--- config.mk ---
export PLATFORM = sky130hd
export DESIGN_NAME = serial_tx
export DESIGN_NICKNAME = d
export VERILOG_FILES = /design/src/rtl/serial_tx.sv
export SDC_FILE = /design/constraint.sdc
export NUM_CORES = 1
export LEC_CHECK = 0
export CORE_UTILIZATION = 35
export CTS_BUF_LIST = sky130_fd_sc_hd__clkbuf_4 sky130_fd_sc_hd__clkbuf_8
export CTS_CLUSTER_SIZE = 24
export DETAILED_ROUTE_END_ITERATION = 16
export GPL_ROUTABILITY_DRIVEN = 1
export GPL_TIMING_DRIVEN = 1
export MAX_ROUTING_LAYER = met4
export SYNTH_ARGS = -nofsm -noshare
export SYNTH_HDL_FRONTEND = slang
export SYNTH_SLANG_ARGS = --single-unit
--- constraint.sdc ---
create_clock -name clk -period 1.8 [get_ports clk]
set_clock_uncertainty 0.2 [all_clocks]
set_input_delay 0.27 -clock clk [delete_from_list [all_inputs] [get_ports clk]]
set_output_delay 0.27 -clock clk [all_outputs]
set_load 0.02 [all_outputs]
--- src/rtl/serial_tx.sv ---
// Parallel-to-serial frame transmitter: start(0), DATA_W bits LSB first, [parity], stop(1).
// Define SERIAL_TX_PARITY_EN to insert an even-parity bit between the data and stop bits.
module serial_tx #(
  parameter int DATA_W       = 8,
  parameter int CLKS_PER_BIT = 4
) (
  input  logic              clk,
  input  logic              reset,
  input  logic [DATA_W-1:0] tx_data,
  input  logic              tx_valid,
  output logic              tx_ready,
  output logic              tx_out,
  output logic              busy,
  output logic              frame_done
);

  localparam int CW = (CLKS_PER_BIT > 1) ? $clog2(CLKS_PER_BIT) : 1;
  localparam int BW = (DATA_W > 1) ? $clog2(DATA_W) : 1;
  localparam logic [CW-1:0] CNT_MAX = CW'(CLKS_PER_BIT - 1);
  localparam logic [BW-1:0] BIT_MAX = BW'(DATA_W - 1);

`ifdef SERIAL_TX_PARITY_EN
  typedef enum logic [2:0] {
    IDLE   = 3'd0,
    START  = 3'd1,
    DATA   = 3'd2,
    PARITY = 3'd3,
    STOP   = 3'd4
  } state_t;

  function automatic logic even_parity(input logic [DATA_W-1:0] d);
    return ^d;
  endfunction
`else
  typedef enum logic [2:0] {
    IDLE  = 3'd0,
    START = 3'd1,
    DATA  = 3'd2,
    STOP  = 3'd4
  } state_t;
`endif

  state_t            state_r, state_s;
  logic [CW-1:0]     cnt_r, cnt_s;
  logic [BW-1:0]     bit_r, bit_s;
  logic [DATA_W-1:0] shreg_r, shreg_s;
  logic              tx_out_r, tx_out_s;
  logic              tx_ready_r, tx_ready_s;
  logic              busy_r, busy_s;
  logic              frame_done_r, frame_done_s;
  logic              last_s;
`ifdef SERIAL_TX_PARITY_EN
  logic              parity_r, parity_s;
`endif

  // Next-state, counters, shift register and next values of the registered outputs.
  always_comb begin
    state_s  = state_r;
    cnt_s    = cnt_r;
    bit_s    = bit_r;
    shreg_s  = shreg_r;
`ifdef SERIAL_TX_PARITY_EN
    parity_s = parity_r;
`endif
    last_s   = (cnt_r == CNT_MAX);

    case (state_r)
      IDLE: begin
        if (tx_valid) begin
          state_s  = START;
          bit_s    = '0;
          shreg_s  = tx_data;
`ifdef SERIAL_TX_PARITY_EN
          parity_s = even_parity(tx_data);
`endif
        end else begin
          state_s = IDLE;
        end
      end
      START: begin
        if (last_s) begin
          state_s = DATA;
        end else begin
          state_s = START;
        end
      end
      DATA: begin
        if (last_s) begin
          shreg_s = shreg_r >> 1;
          if (bit_r == BIT_MAX) begin
            bit_s = '0;
`ifdef SERIAL_TX_PARITY_EN
            state_s = PARITY;
`else
            state_s = STOP;
`endif
          end else begin
            bit_s = bit_r + BW'(1);
          end
        end else begin
          state_s = DATA;
        end
      end
`ifdef SERIAL_TX_PARITY_EN
      PARITY: begin
        if (last_s) begin
          state_s = STOP;
        end else begin
          state_s = PARITY;
        end
      end
`endif
      STOP: begin
        if (last_s) begin
          state_s = IDLE;
        end else begin
          state_s = STOP;
        end
      end
      default: begin
        state_s = IDLE;
      end
    endcase

    // The bit-cycle counter only runs while a frame is on the line.
    if (state_r == IDLE) begin
      cnt_s = '0;
    end else if (last_s) begin
      cnt_s = '0;
    end else begin
      cnt_s = cnt_r + CW'(1);
    end

    case (state_s)
      IDLE:    tx_out_s = 1'b1;
      START:   tx_out_s = 1'b0;
      DATA:    tx_out_s = shreg_s[0];
`ifdef SERIAL_TX_PARITY_EN
      PARITY:  tx_out_s = parity_s;
`endif
      STOP:    tx_out_s = 1'b1;
      default: tx_out_s = 1'b1;
    endcase

    tx_ready_s   = (state_s == IDLE);
    busy_s       = (state_s != IDLE);
    frame_done_s = (state_s == STOP) && (cnt_s == CNT_MAX);
  end

  // State and output registers with synchronous reset.
  always_ff @(posedge clk) begin
    if (reset) begin
      state_r      <= IDLE;
      cnt_r        <= '0;
      bit_r        <= '0;
      shreg_r      <= '0;
      tx_out_r     <= 1'b1;
      tx_ready_r   <= 1'b1;
      busy_r       <= 1'b0;
      frame_done_r <= 1'b0;
`ifdef SERIAL_TX_PARITY_EN
      parity_r     <= 1'b0;
`endif
    end else begin
      state_r      <= state_s;
      cnt_r        <= cnt_s;
      bit_r        <= bit_s;
      shreg_r      <= shreg_s;
      tx_out_r     <= tx_out_s;
      tx_ready_r   <= tx_ready_s;
      busy_r       <= busy_s;
      frame_done_r <= frame_done_s;
`ifdef SERIAL_TX_PARITY_EN
      parity_r     <= parity_s;
`endif
    end
  end

  assign tx_out     = tx_out_r;
  assign tx_ready   = tx_ready_r;
  assign busy       = busy_r;
  assign frame_done = frame_done_r;

endmodule

==> Word-level counts from Yosys, hierarchy flattened <==
Index checks and enable logic that the tools add are counted.
{ "totals": {"ff_bits": 20, "latchBits": 0, "mem_bits_rw": 0, "mem_bits_ro": 0, "out_inout_bits": 4, "elab_cells": 44, "n_memories": 0} }
{ "op_classes": {"addsub": 2, "mul": 0, "div_mod_pow": 0, "n_lt_le_gt_ge": 0, "eq_ne": 11, "shift": 0, "muxes": 16, "n_bitwise": 0, "reduce_logical": 6} }
{ "ops": {"columns": ["op", "count"], "rows": [
  ["3-bit two-way mux", 6],
  ["8-bit two-way mux", 2],
  ["8-bit one-hot mux with 2 select lines", 1],
  ["3-bit one-hot mux with 4 select lines", 1],
  ["3-bit equality test (second input constant)", 3],
  ["3-bit by 1-bit equality test with 1-bit output (second input constant)", 2],
  ["3-bit by 2-bit equality test with 1-bit output (second input constant)", 2],
  ["3-bit zero test", 2],
  ["2-bit two-way mux", 3],
  ["3-bit one-hot mux with 2 select lines", 1],
  ["2-bit equality test (second input constant)", 2],
  ["2-bit != test (second input constant)", 2],
  ["3-bit by 1-bit adder with 3-bit output (second input constant)", 1],
  ["3-bit AND reduction", 1],
  ["3-bit nonzero test", 1],
  ["2-bit by 1-bit adder with 2-bit output (second input constant)", 1],
  ["1-bit one-hot mux with 2 select lines", 1],
  ["2-bit nonzero test", 1],
  ["1-bit logical AND", 1],
  ["1-bit two-way mux", 1]
]} }

==> Longest topological paths before layout <==
Gate-level depths: netlist (run 1).
{ "logic_depth": {"depth_word": 6, "mapped_depth": 8} }

==> Worst setup path after synthesis (run 1) <==
OpenSTA, ideal clock, no wires.
{ "synth_timing": {"kind": "reg2reg", "from": "register cnt_r[0]", "to": "register bit_r[1]", "setup_time_ns": 0.071, "arrival_time_ns": 1.611, "required_ns": 1.529, "slack_ns": -0.081, "stages_incl_launch_ff": 8, "path_buffers": 2, "synth_period_minus_slack_ns": 1.881, "path_cell_list": "dfxtp_1 ha_1 clkbuf_2 and4bb_1 buf_2 nor2_2 or4b_1 a21oi_1"} }
{ "synth_via": {"elab_chain_len": 3} }
{ "synth_lines": {"columns": ["element", "line_no", "source"], "rows": [
  ["start, declared", "44", "logic [CW-1:0] cnt_r, cnt_s;"],
  ["start signal, assigned", "166", "cnt_r <= cnt_s;"],
  ["2-bit equality test", "65", "last_s = (cnt_r == CNT_MAX);"],
  ["2-bit != test (no source line)", null, null],
  ["3-bit AND reduction (no source line)", null, null],
  ["end signal, assigned", "167", "bit_r <= bit_s;"],
  ["end, declared", "45", "logic [BW-1:0] bit_r, bit_s;"]
]} }
Every way passes these cells.
A chain may end at the register's enable or synchronous reset.

==> Worst setup path in the final report (run 1) <==
{ "layout_timing": {"from": "register bit_r[0]", "to": "register tx_out_r (netlist: tx_out)"} }
{ "layout_via": {"elab_chain_len": 6, "elab_cells_between_ends": 7, "cone_classes": "eq/ne: 3; mux: 4"} }
{ "layout_lines": {"columns": ["element", "line_no", "source"], "rows": [
  ["3-bit equality test *", "90", "if (bit_r == BIT_MAX) begin"],
  ["3-bit two-way mux *", "90", null],
  ["3-bit two-way mux *", "88", "if (last_s) begin"],
  ["3-bit one-hot mux with 4 select lines *", "67", "case (state_r)"],
  ["3-bit by 2-bit equality test with 1-bit output or 3-bit by 1-bit equality test with 1-bit output (tied branches)", "134", "case (state_s)"],
  ["1-bit one-hot mux with 2 select lines *", "134", null],
  ["end signal, assigned", "169", "tx_out_r <= tx_out_s;"],
  ["end, declared", "47", "logic tx_out_r, tx_out_s;"]
]} }
Mark *: on every way between the ends. The rest lies on a longest branch, timed or not.

==> results of run 1 <==
-- cells by family after synthesis --
kind of cell | count (synthesis) | share of synthesized area
simple gates | 39 | 0.2642
compound gates | 26 | 0.1918
flops | 20 | 0.4545
buf+inv | 8 | 0.04686
fa+ha+maj | 3 | 0.04262
-- synthesized netlist by cell type --
cell | count | area (um2)
nor2_1 | 7 | 26.28
nor2_2 | 1 | 6.260
ha_1 | 3 | 37.54
or4b_1 | 1 | 10.01
nand4_1 | 1 | 6.260
o31ai_1 | 1 | 7.510
nand2_1 | 13 | 48.80
a22oi_1 | 7 | 52.55
nand3_1 | 1 | 5.000
a31o_1 | 1 | 8.760
nor4_1 | 1 | 6.260
nor4b_4 | 1 | 23.77
a21oi_1 | 10 | 50.05
buf_2 | 2 | 10.01
nor3_1 | 1 | 5.000
buf_6 | 1 | 11.26
or3b_1 | 1 | 8.760
nand3b_1 | 2 | 15.01
nor3b_1 | 1 | 7.510
nor2b_1 | 1 | 6.260
or2_2 | 1 | 6.260
a2111o_1 | 1 | 11.26
a21o_1 | 2 | 15.01
clkbuf_2 | 1 | 5.000
a31oi_1 | 3 | 18.77
nand4b_1 | 1 | 8.760
and4bb_1 | 1 | 12.51
nor4bb_1 | 1 | 10.01
clkbuf_1 | 4 | 15.01
and3_1 | 2 | 12.51
or4_1 | 1 | 7.510
dfxtp_1 | 20 | 400.4
o21ai_1 | 1 | 5.000
-- path summary, 6_finish.rpt --
kind         startpoint        to  slack [ps]  cells after the start
min reg2reg    cnt_r[0]  cnt_r[0]         250                      1
max            bit_r[0]    tx_out          40                      6
min            cnt_r[0]  cnt_r[0]         250                      1
max reg2reg    bit_r[0]    tx_out          40                      6
-- where the power goes --
part	switching, mW	total (mW)	internal (mW)
sequential	0.0128	0.475	0.462
combinational	0.0483	0.113	0.0648
clock	0.143	0.368	0.225
-- layout make-up --
type / count / area (um2) / share of cell area
Multi-Input combinational cell: 68 / 459.2 / 0.3904
Sequential cell: 20 / 406.6 / 0.3457
Timing Repair Buffer: 25 / 222.7 / 0.1894
Tap cell: 28 / 35.03 / 0.02979
Clock inverter: 1 / 30.03 / 0.02553
Clock buffer: 3 / 22.52 / 0.01915
-- sequential cells by signal, summed over array words and instances (netlist names) --
register,count
bit_r,3
busy,1
cnt_r,2
frame_done,1
shreg_r,8
state_r,3
tx_out,1
tx_ready,1
-- layer usage --
metal,up-vias,wire [um],track usage
li1,393,-,-
met1,361,884,0.1978
met2,15,1017,0.2949
met3,2,65,0.04386
met4,0,12,0.02632
met5,-,0,-
-- through the flow --
| stage | power (mW) | cells | utilization |
|---|---|---|---|
| detailed placement | 0.5945 | 140 | 0.4755 |
| floorplan | 0.5369 | 96 | - |
| global route | 1.002 | 145 | 0.5120 |
| finish | 0.9558 | 145 | 0.5120 |
| CTS | 0.9639 | 144 | 0.5038 |
| global placement | 0.5918 | 140 | 0.4755 |
-- repair_timing --
action / in CTS / in global routing
gates resized for setup: 2 / 6
setup buffers: 0 / 1
setup endpoints to repair: 2 / 2
==> impl_metrics.csv, run 1 <==
group,metric,value,unit
worst_setup_path,worstPathArrival,1750,ps
floorplanning,die_w,52.17,um
placement,portBuffers,14,
grt,antenna_found_initial,0,
sta,tightest_slew,308.2,ps
worst_setup_path,slowest_delay,400,ps
sta,maxSlewViolCount,0,
cts,cts-buffers-inserted,3,
sta,relSlewSlack,0.7930,
worst_setup_path,critPathMaxFanout,4,
flow_run,drv_cap,0,
final_layout,final_common_cell,"dfxtp_1",
sta,finalHoldViolCount,0,
sta,hold_ws,253.4,ps
hold_path,hold_path_class,"reg -> reg",
placement,place_congestion,0.7521,
power,powerDensity,812.7,nW/um2
final_layout,fin_nets,132,
cts,cts_tree,"built",
cts,insertion_delay,300,ps
synthesis,yosysSeqAreaShare,0.4545,
synthesis,avgSynthCellArea,9.175,um2
final_layout,drive_gt1_frac,0.2222,
final_layout,antenna_cells,0,
synthesis,syn_nets,110,
placement,preCtsSetupSlack,-176.7,ps
grt,first_global_vias,750,
synthesis,mappedNetlistArea,880.8,um2
cts,postCtsHoldBufs,0,
synthesis,yosysWarnings,0,
power,p_leak,0.4384,nW
grt,grt_overflow_total,0,
sta,min_period,1758,ps
floorplanning,initial_core_util,0.3834,
synthesis,yosysUniqueCellTypes,33,
route,wirelength,1980,um
synthesis,postSynthCellCount,96,
route,wl_per_cell,13.66,um
route,drt-initial-drc-count,5,
final_layout,synthToLayoutAreaGrowth,33.52,%
grt,grt_usage,0.1688,
power,irDropWorstVdd,516.4,uV
worst_setup_path,crit_chain,"ha_1, ha_2, nand2_1, nand3b_1, a21o_1, a2111o_1",
sta,setup_viol,0,
final_layout,nFillCells,230,
grt,grt_max_degree,13,
sta,maxClockFrequency,568.8,MHz
route,first_pass_iters,4,
worst_setup_path,timing.critical_path.buf_inv,0,
outcome,status,"complete, no violations",
sta,rsz0062_at_grt,"no",
route,vias,771,
sta,worst_slack,41.83,ps
route,drt.antenna.violating_nets,0,
worst_setup_path,startpoint_type,"flip-flop",
worst_setup_path,crit_type,"reg -> reg",
cts,clockBufferDepth,2,
worst_setup_path,cp-end-kind,"flip-flop",
final_layout,final_cell_mix,"dfxtp_1, clkdlybuf4s50_1, nand2_1",
cts,cts.sinks,20,
placement,placedInstanceArea,1092,um2
grt,grt_pass1_wl,3305,um
worst_setup_path,critPathRequiredTime,1790,ps
placement,hpwl,1427,um
floorplanning,rows,17,
floorplanning,io_pins,15,
floorplanning,core,2297,um2
cts,ctsHtreeMaxLevel,1,
sta,finalSetupTns,0,ps
sta,min_period_over_period,0.9768,
route,vias_per_cell,5.317,
cts,root_buffer,"clkbuf_4",
floorplanning,die_area,2721,um2
floorplanning,fp.dieH,52.17,um
cts,path_clk_slew,120,ps
route,drc_errors,0,
final_layout,fin_area,1176,um2
worst_setup_path,cpMaxStageDelayCell,"a2111o_1",
synthesis,synth_seq_cells,20,
worst_setup_path,crit_family,"compound AO/OA/AOI/OAI gates",
Note: power is estimated with default switching activity, not from simulation.
==> inputs of run 2 (changes only) <==
- CORE_ASPECT_RATIO: unset -> 0.7
==> run 2 against run 1 <==
Final cell count increased by 2.8%. Critical endpoint unchanged. Wire length shrank 5.6%. Hold slack better by 7.4 ps. Critical path type unchanged.
==> impl_metrics.csv, run 2 (synthesized netlist as in run 1, its figures left out) <==
group,metric,value,unit
route,drt.antenna.violating_nets,0,
final_layout,antenna_cells,0,
power,p_seq_frac,0.555,
route,vias_per_cell,5.121,
cts,ctsHtreeMaxLevel,1,
worst_setup_path,cp-end-kind,"flip-flop",
hold_path,hold_path_class,"reg -> reg",
floorplanning,die_area,2724,um2
floorplanning,core,2260,um2
floorplanning,die_w,61.96,um
final_layout,drive_gt1_frac,0.1880,
sta,min_period,1748,ps
sta,finalSetupTns,0,ps
final_layout,fin_nets,132,
power,total_power,0.8510,mW
hold_path,min_to,"shreg_r[3]",
cts,clockBufferDepth,2,
floorplanning,rows,14,
final_layout,stdcell_count,149,
placement,place_congestion,0.7819,
placement,hpwl,1421,um
route,vias,763,
floorplanning,fp.dieH,43.97,um
worst_setup_path,rr_startpoint,"bit_r[0]",
sta,worst_slack,51.94,ps
sta,min_period_over_period,0.9711,
cts,cts-buffers-inserted,3,
placement,preCtsSetupSlack,-164.5,ps
power,p_leak,0.4307,nW
worst_setup_path,rrSetupSlack,50,ps
route,drt-initial-drc-count,20,
grt,grt_max_degree,12,
sta,maxSlewViolCount,0,
worst_setup_path,startpoint_type,"flip-flop",
route,first_pass_iters,4,
power,pwr-share-comb,0.134,
power,internal_power,0.6508,mW
final_layout,top_regs,"shreg_r x8, bit_r x3, state_r x3",
sta,finalHoldViolCount,0,
grt,grt_usage,0.1596,
sta,rsz0062_at_grt,"no",
worst_setup_path,critPathRequiredTime,1810,ps
power,switching_share,0.2352,
final_layout,synthToLayoutAreaGrowth,31.25,%
sta,setup_viol,0,
route,drc_errors,0,
worst_setup_path,rr_worst_depth,6,
sta,tightest_slew,378.7,ps
hold_path,hp-start,"shreg_r[3]",
hold_path,holdPathStages,2,
floorplanning,initial_core_util,0.3898,
cts,cts.sinks,20,
power,pwr-share-clk,0.311,
worst_setup_path,crit_type,"reg -> reg",
final_layout,largest_reg_flops,8,
power,powerDensity,736.1,nW/um2
sta,maxClockFrequency,572.1,MHz
route,wl_per_cell,12.55,um
cts,insertion_delay,310,ps
floorplanning,io_pins,15,
grt,first_global_vias,673,
cts,root_buffer,"clkbuf_4",
worst_setup_path,critPathMaxFanout,4,
worst_setup_path,worstPathArrival,1760,ps
placement,portBuffers,14,
final_layout,final_cell_mix,"dfxtp_1, clkdlybuf4s50_1, nand2_1",
cts,path_clk_slew,110,ps
power,irDropWorstVdd,348.5,uV
sta,relSlewSlack,0.7472,
route,wirelength,1870,um
cts,cts_tree,"built",
final_layout,final_common_cell,"dfxtp_1",
final_layout,max_flop_register,"shreg_r",
worst_setup_path,reg2reg_to,"tx_out",
outcome,status,"complete, no violations",
flow_run,drv_cap,0,
placement,dp.cells,145,
grt,grt_overflow_total,0,
grt,antenna_found_initial,0,
power,power.switching,0.2002,mW
grt,grt_pass1_wl,3008,um
==> run 2: per-layer routing <==
metal,vias up,global-route usage,part of all wire
li1,395,-,-
met4,0,0.05333,0.012
met3,4,0.05373,0.035
met2,13,0.2064,0.39
met1,351,0.2284,0.56
met5,-,-,0
==> run 2: cell type report <==
cell class / count / area, um2
timing repair buffer: 25 / 222.7
clock buffer: 4 / 36.28
sequential: 20 / 402.9
tap: 32 / 40.04
multi-input combinational: 68 / 454.2
fill: 208 / 1104
==> run 2: worst max path at each step <==
stage / slack (ps) / cells past startpoint / from / end
floorplan: -0.2 / 7 / cnt_r[0] / bit_r[1]
global placement: -150 / 5 / tx_valid / bit_r[1]
detailed placement: -160 / 5 / tx_valid / bit_r[1]
CTS: 8 / 6 / bit_r[0] / tx_out
global route: 0.5 / 6 / bit_r[0] / tx_out
finish: 50 / 6 / bit_r[0] / tx_out
==> run 2: stage by stage <==
step	hold slack, ps	cell area, um2	util
floorplan	216.7	898.4	-
global placement	228.2	1105	0.4889
detailed placement	246.1	1105	0.4889
CTS	265.2	1151	0.5094
global route	276.3	1156	0.5116
finish	260.8	1156	0.5116
==> run 2: worst max-delay path, stage by stage (launching register included) <==
cell      delay (ps)
dfxtp_2          350
ha_1             190
ha_2             190
nand2_1           70
nand3b_1          70
a21o_1           190
a2111o_1         400
==> run 2: power by group through the flow <==
stage	Clock [mW]	Combinational [mW]	Sequential (mW)
global route	0.291	0.125	0.475
detailed placement	0	0.114	0.482
finish	0.264	0.114	0.473
CTS	0.277	0.115	0.472
floorplan	0	0.0516	0.485
global placement	0	0.112	0.481
==> run 2: timing repair <==
| item | in CTS | in global routing |
|---|---|---|
| hold buffers | 0 | 0 |
| buffers inserted | 0 | 0 |
| setup endpoints to repair | 1 | 2 |
| gates resized for setup | 1 | 3 |
| endpoints found under the hold margin | 0 | 0 |
==> edit 1: new RTL, settings of run 2 <==
Set the parameter `CLKS_PER_BIT` to 8 (it was 4).
--- a/src/rtl/serial_tx.sv
+++ b/src/rtl/serial_tx.sv
@@ -3,5 +3,5 @@
 module serial_tx #(
   parameter int DATA_W       = 8,
-  parameter int CLKS_PER_BIT = 4
+  parameter int CLKS_PER_BIT = 8
 ) (
   input  logic              clk,
Behaviour: not the same (a bounded check fails within 10 cycles, from zero or initial values and one cycle with reset high).
==> edit 1 against run 2 <==
- worst hold slack worse by 0.0021 ns
- power is 9.5% higher
- core utilization is 1.0 points lower
- synthesized area grew 10%
- wire length grew 7.1%
- largest power group unchanged
- worst setup slack lost 0.0012 ns
- critical endpoint is now tx_ready
- sequential cell count grew 1
- final area rose by 11%
- cell count rose by 9.4%
- die area grew 10%
==> edit 1: results <==
{
  "status": "completed",
  "buffers": 23,
  "grtUsageMet2_pct": 20.21,
  "fin_util_pct": 50.15,
  "finalInstanceArea_um2": 1280,
  "p_leak_nw": 0.4929,
  "ys_types": 32,
  "netlist_instances": 108,
  "clock-root-buffer": "clkbuf_8",
  "ys_top_cells_by_area": "dfxtp_1 43%, ha_1 6.4%, a22oi_1 5.4%, a21oi_1 5.1%, nand2_1 5.0%",
  "drt_iter0_markers": 42,
  "sh_seq_area_pct": 33.14,
  "place_area_um2": 1179,
  "nets": 146,
  "n_clock_buffer": 3,
  "grt_max_degree": 13,
  "ir_drop_mv": 0.3567,
  "vias": 791,
  "n_all_inverters": 2,
  "gp_congestion": 0.7969,
  "synth_seq_area_share_pct": 43.24,
  "ys_ff_latch": 21,
  "cp_top_family": "simple AND/OR/NAND/NOR gates",
  "use_met3_pct": 5.198,
  "path_max_fanout": 2,
  "startpoint": "cnt_r[0]",
  "whs_endpoint": "shreg_r[4]",
  "dp_cells": 158,
  "crit_slowest_cell": "or3b_4",
  "routed_wl_mm": 2.002,
  "grt_pass1_vias": 695,
  "dpl.hpwl_mm": 1.503,
  "insertion_delay_ns": 0.26,
  "fill_cells": 245,
  "wl_met2_um": 799,
  "wl_met3_um": 91,
  "fmax_ghz": 0.5717,
  "drive_above_1_share_pct": 20.93,
  "buf_share_pct": 16.32,
  "multi_input_area_share_pct": 43.01
}
==> edit 1: through the flow <==
| step | power (mW) | setup TNS, ns |
|---|---|---|
| global placement | 0.6297 | -0.02753 |
| finish | 0.9319 | 0 |
| detailed placement | 0.6303 | -0.07481 |
| floorplan | 0.5740 | 0 |
| CTS | 0.9406 | 0 |
| global route | 0.9842 | 0 |
==> edit 1: logic make-up after synthesis <==
kind of cell / count (synthesis)
adder cells (fa/ha/maj): 5
flip-flops: 21
AO/OA/AOI/OAI: 27
buffers and inverters: 8
AND/OR/NAND/NOR: 47
==> edit 1: report_power, final <==
| group | switching [mW] | internal [mW] |
|---|---|---|
| Combinational | 0.0569 | 0.0658 |
| Sequential | 0.0164 | 0.485 |
| Clock | 0.153 | 0.154 |
==> edit 1: timing repair <==
action                     in CTS  in global routing
resized for setup               2                 11
setup endpoints to repair       1                 10
gates cloned                    0                  1
buffers inserted                0                  0
pin swaps                       0                  2
==> edit 2: new RTL, config.mk and constraints of run 2 <==
Made on the original files. Re-encode `state_t` (4 states) as one-hot, 4 bits wide.
--- a/src/rtl/serial_tx.sv
+++ b/src/rtl/serial_tx.sv
@@ -33,9 +33,9 @@
   endfunction
 `else
-  typedef enum logic [2:0] {
-    IDLE  = 3'd0,
-    START = 3'd1,
-    DATA  = 3'd2,
-    STOP  = 3'd4
+  typedef enum logic [3:0] {
+    IDLE  = 4'b0001,
+    START = 4'b0010,
+    DATA  = 4'b0100,
+    STOP  = 4'b1000
   } state_t;
 `endif
Function: no difference found for any inputs over 10 cycles, from zero or initial values and one cycle with reset high; not proved beyond that.
==> edit 2 against run 2 <==
- sequential cell count rose by 1
- global-route usage fell by 1.7 points
- power rose by 11%
- wire length fell by 1.1%
- worst setup slack improved by 0.011 ns
- final area fell by 0.43%
- highest routed layer unchanged
- synthesized area rose by 3.3%
- critical endpoint is now frame_done
- worst hold slack got worse by 0.0060 ns
==> edit 2: results <==
{
  "timing.rr.end": "frame_done",
  "largestRegisters": "shreg_r x8, state_r x4, bit_r x3",
  "yosys-top-cells-count": "21 x dfxtp_1, 11 x a22oi_1, 9 x nand2_1",
  "avgRoutedWirePerCell_um": 13.02,
  "cts_buffers": 3,
  "antenna_found_initial": 0,
  "arrival_ns": 1.71,
  "nets": 123,
  "ys_types": 30,
  "clk_pin_slew_worst_paths_ns": 0.08,
  "instances_no_fill": 142,
  "h-tree-depth": 1,
  "ys_top_cells_by_area": "dfxtp_1 46%, a22oi_1 9.1%, ha_1 4.1%, a21oi_1 3.9%, nand2_1 3.7%",
  "p_leak_nw": 0.4463,
  "r2r_setup_slack_ns": 0.06,
  "status": "completed",
  "synth_area_per_cell_um2": 9.996,
  "min_path_type": "flip-flop to flip-flop",
  "reg2reg_from": "bit_r[0]",
  "syn_nets": 105,
  "synthArstFlopShare_pct": 0,
  "synth_top_flop_cell": "dfxtp_1",
  "path_max_fanout": 3,
  "ir_drop_mv": 0.4162,
  "drv_cap": 0,
  "drv_slew": 0,
  "dpl.hpwl_mm": 1.237,
  "n_antenna_cell": 0,
  "drive_above_1_share_pct": 19.44,
  "gp_congestion": 0.9081,
  "insertion_delay_ns": 0.26,
  "grt_pass1_vias": 635,
  "pre_cts_ws_ns": -0.005887,
  "grt_pass1_wl_mm": 2.911,
  "clockBufferDepth": 2,
  "finalCritPeriodShare_pct": 96.50,
  "synth_seq_area_share_pct": 46.22,
  "avgViaCountPerCell": 5.162,
  "clock-root-buffer": "clkbuf_8",
  "ys_warn_count": 0,
  "crit_type": "flip-flop to flip-flop",
  "drt_iter0_markers": 17,
  "grt_use_total_pct": 14.24,
  "port_buffers": 14,
  "grt_max_degree": 16,
  "rr_worst_depth": 6,
  "dr.pass1.iters": 4,
  "tightest_slew_ns": 0.5271
}
-- edit 2: cells by family after synthesis --
group | after synthesis | share of synthesized area [%]
mux | 1 | 1.238
fa+ha+maj | 3 | 4.127
simple gates | 28 | 16.78
flops | 21 | 46.22
buf+inv | 9 | 6.739
compound gates | 29 | 24.90
-- edit 2: power by group --
| group | switching, mW | internal (mW) |
|---|---|---|
| registers | 0.0190 | 0.487 |
| clock network | 0.158 | 0.154 |
| logic | 0.0565 | 0.0676 |
| total | 0.233 | 0.709 |
-- edit 2: worst max-delay path, stage by stage (launching register included) --
cell	delay (ns)
dfxtp_1	0.36
ha_1	0.16
ha_1	0.19
nand2_1	0.09
a31oi_1	0.28
o31ai_1	0.11
nor4bb_1	0.26
-- edit 2: final cells by class --
cell class | count | area, um^2
Tap cell | 34 | 42.54
Fill cell | 228 | 1308
Sequential cell | 21 | 421.7
Inverter | 2 | 7.507
Clock buffer | 3 | 41.29
Multi-Input combinational cell | 61 | 447.9
Clock inverter | 1 | 5.005
Timing Repair Buffer | 20 | 185.2
-- edit 2: worst min path at each step --
stage | start | to | slack (ns) | cells after the start
floorplan | tx_data[7] | shreg_r[7] | 0.23 | 2
global placement | cnt_r[0] | cnt_r[0] | 0.24 | 1
detailed placement | shreg_r[2] | shreg_r[2] | 0.25 | 2
CTS | shreg_r[2] | shreg_r[2] | 0.26 | 2
global route | shreg_r[3] | shreg_r[3] | 0.28 | 2
finish | shreg_r[3] | shreg_r[3] | 0.25 | 2
-- edit 2: per-stage QoR --
step           util (%)  cell area (um^2)  total power [mW]
3_5_place_dp      44.07              1084            0.6367
4_1_cts           46.01              1131            0.9484
5_1_grt           46.82              1151            0.9928
6_report          46.82              1151            0.9424
2_1_floorplan         -             909.6            0.5887
3_3_place_gp      44.07              1084            0.6358
-- edit 2: what timing repair did --
action                                  4_1_cts  5_1_grt
endpoints found under the setup margin        9        8
pin swaps                                     0        1
buffers inserted                              0        0
gates resized for setup                       1        4
-- edit 2: metal layers --
metal,wire (um),vias to the layer above,track usage (%)
met5,0,-,-
met4,10,0,4.186
met3,104,2,6.701
met2,817,18,20.22
met1,917,340,17.83
li1,-,373,-
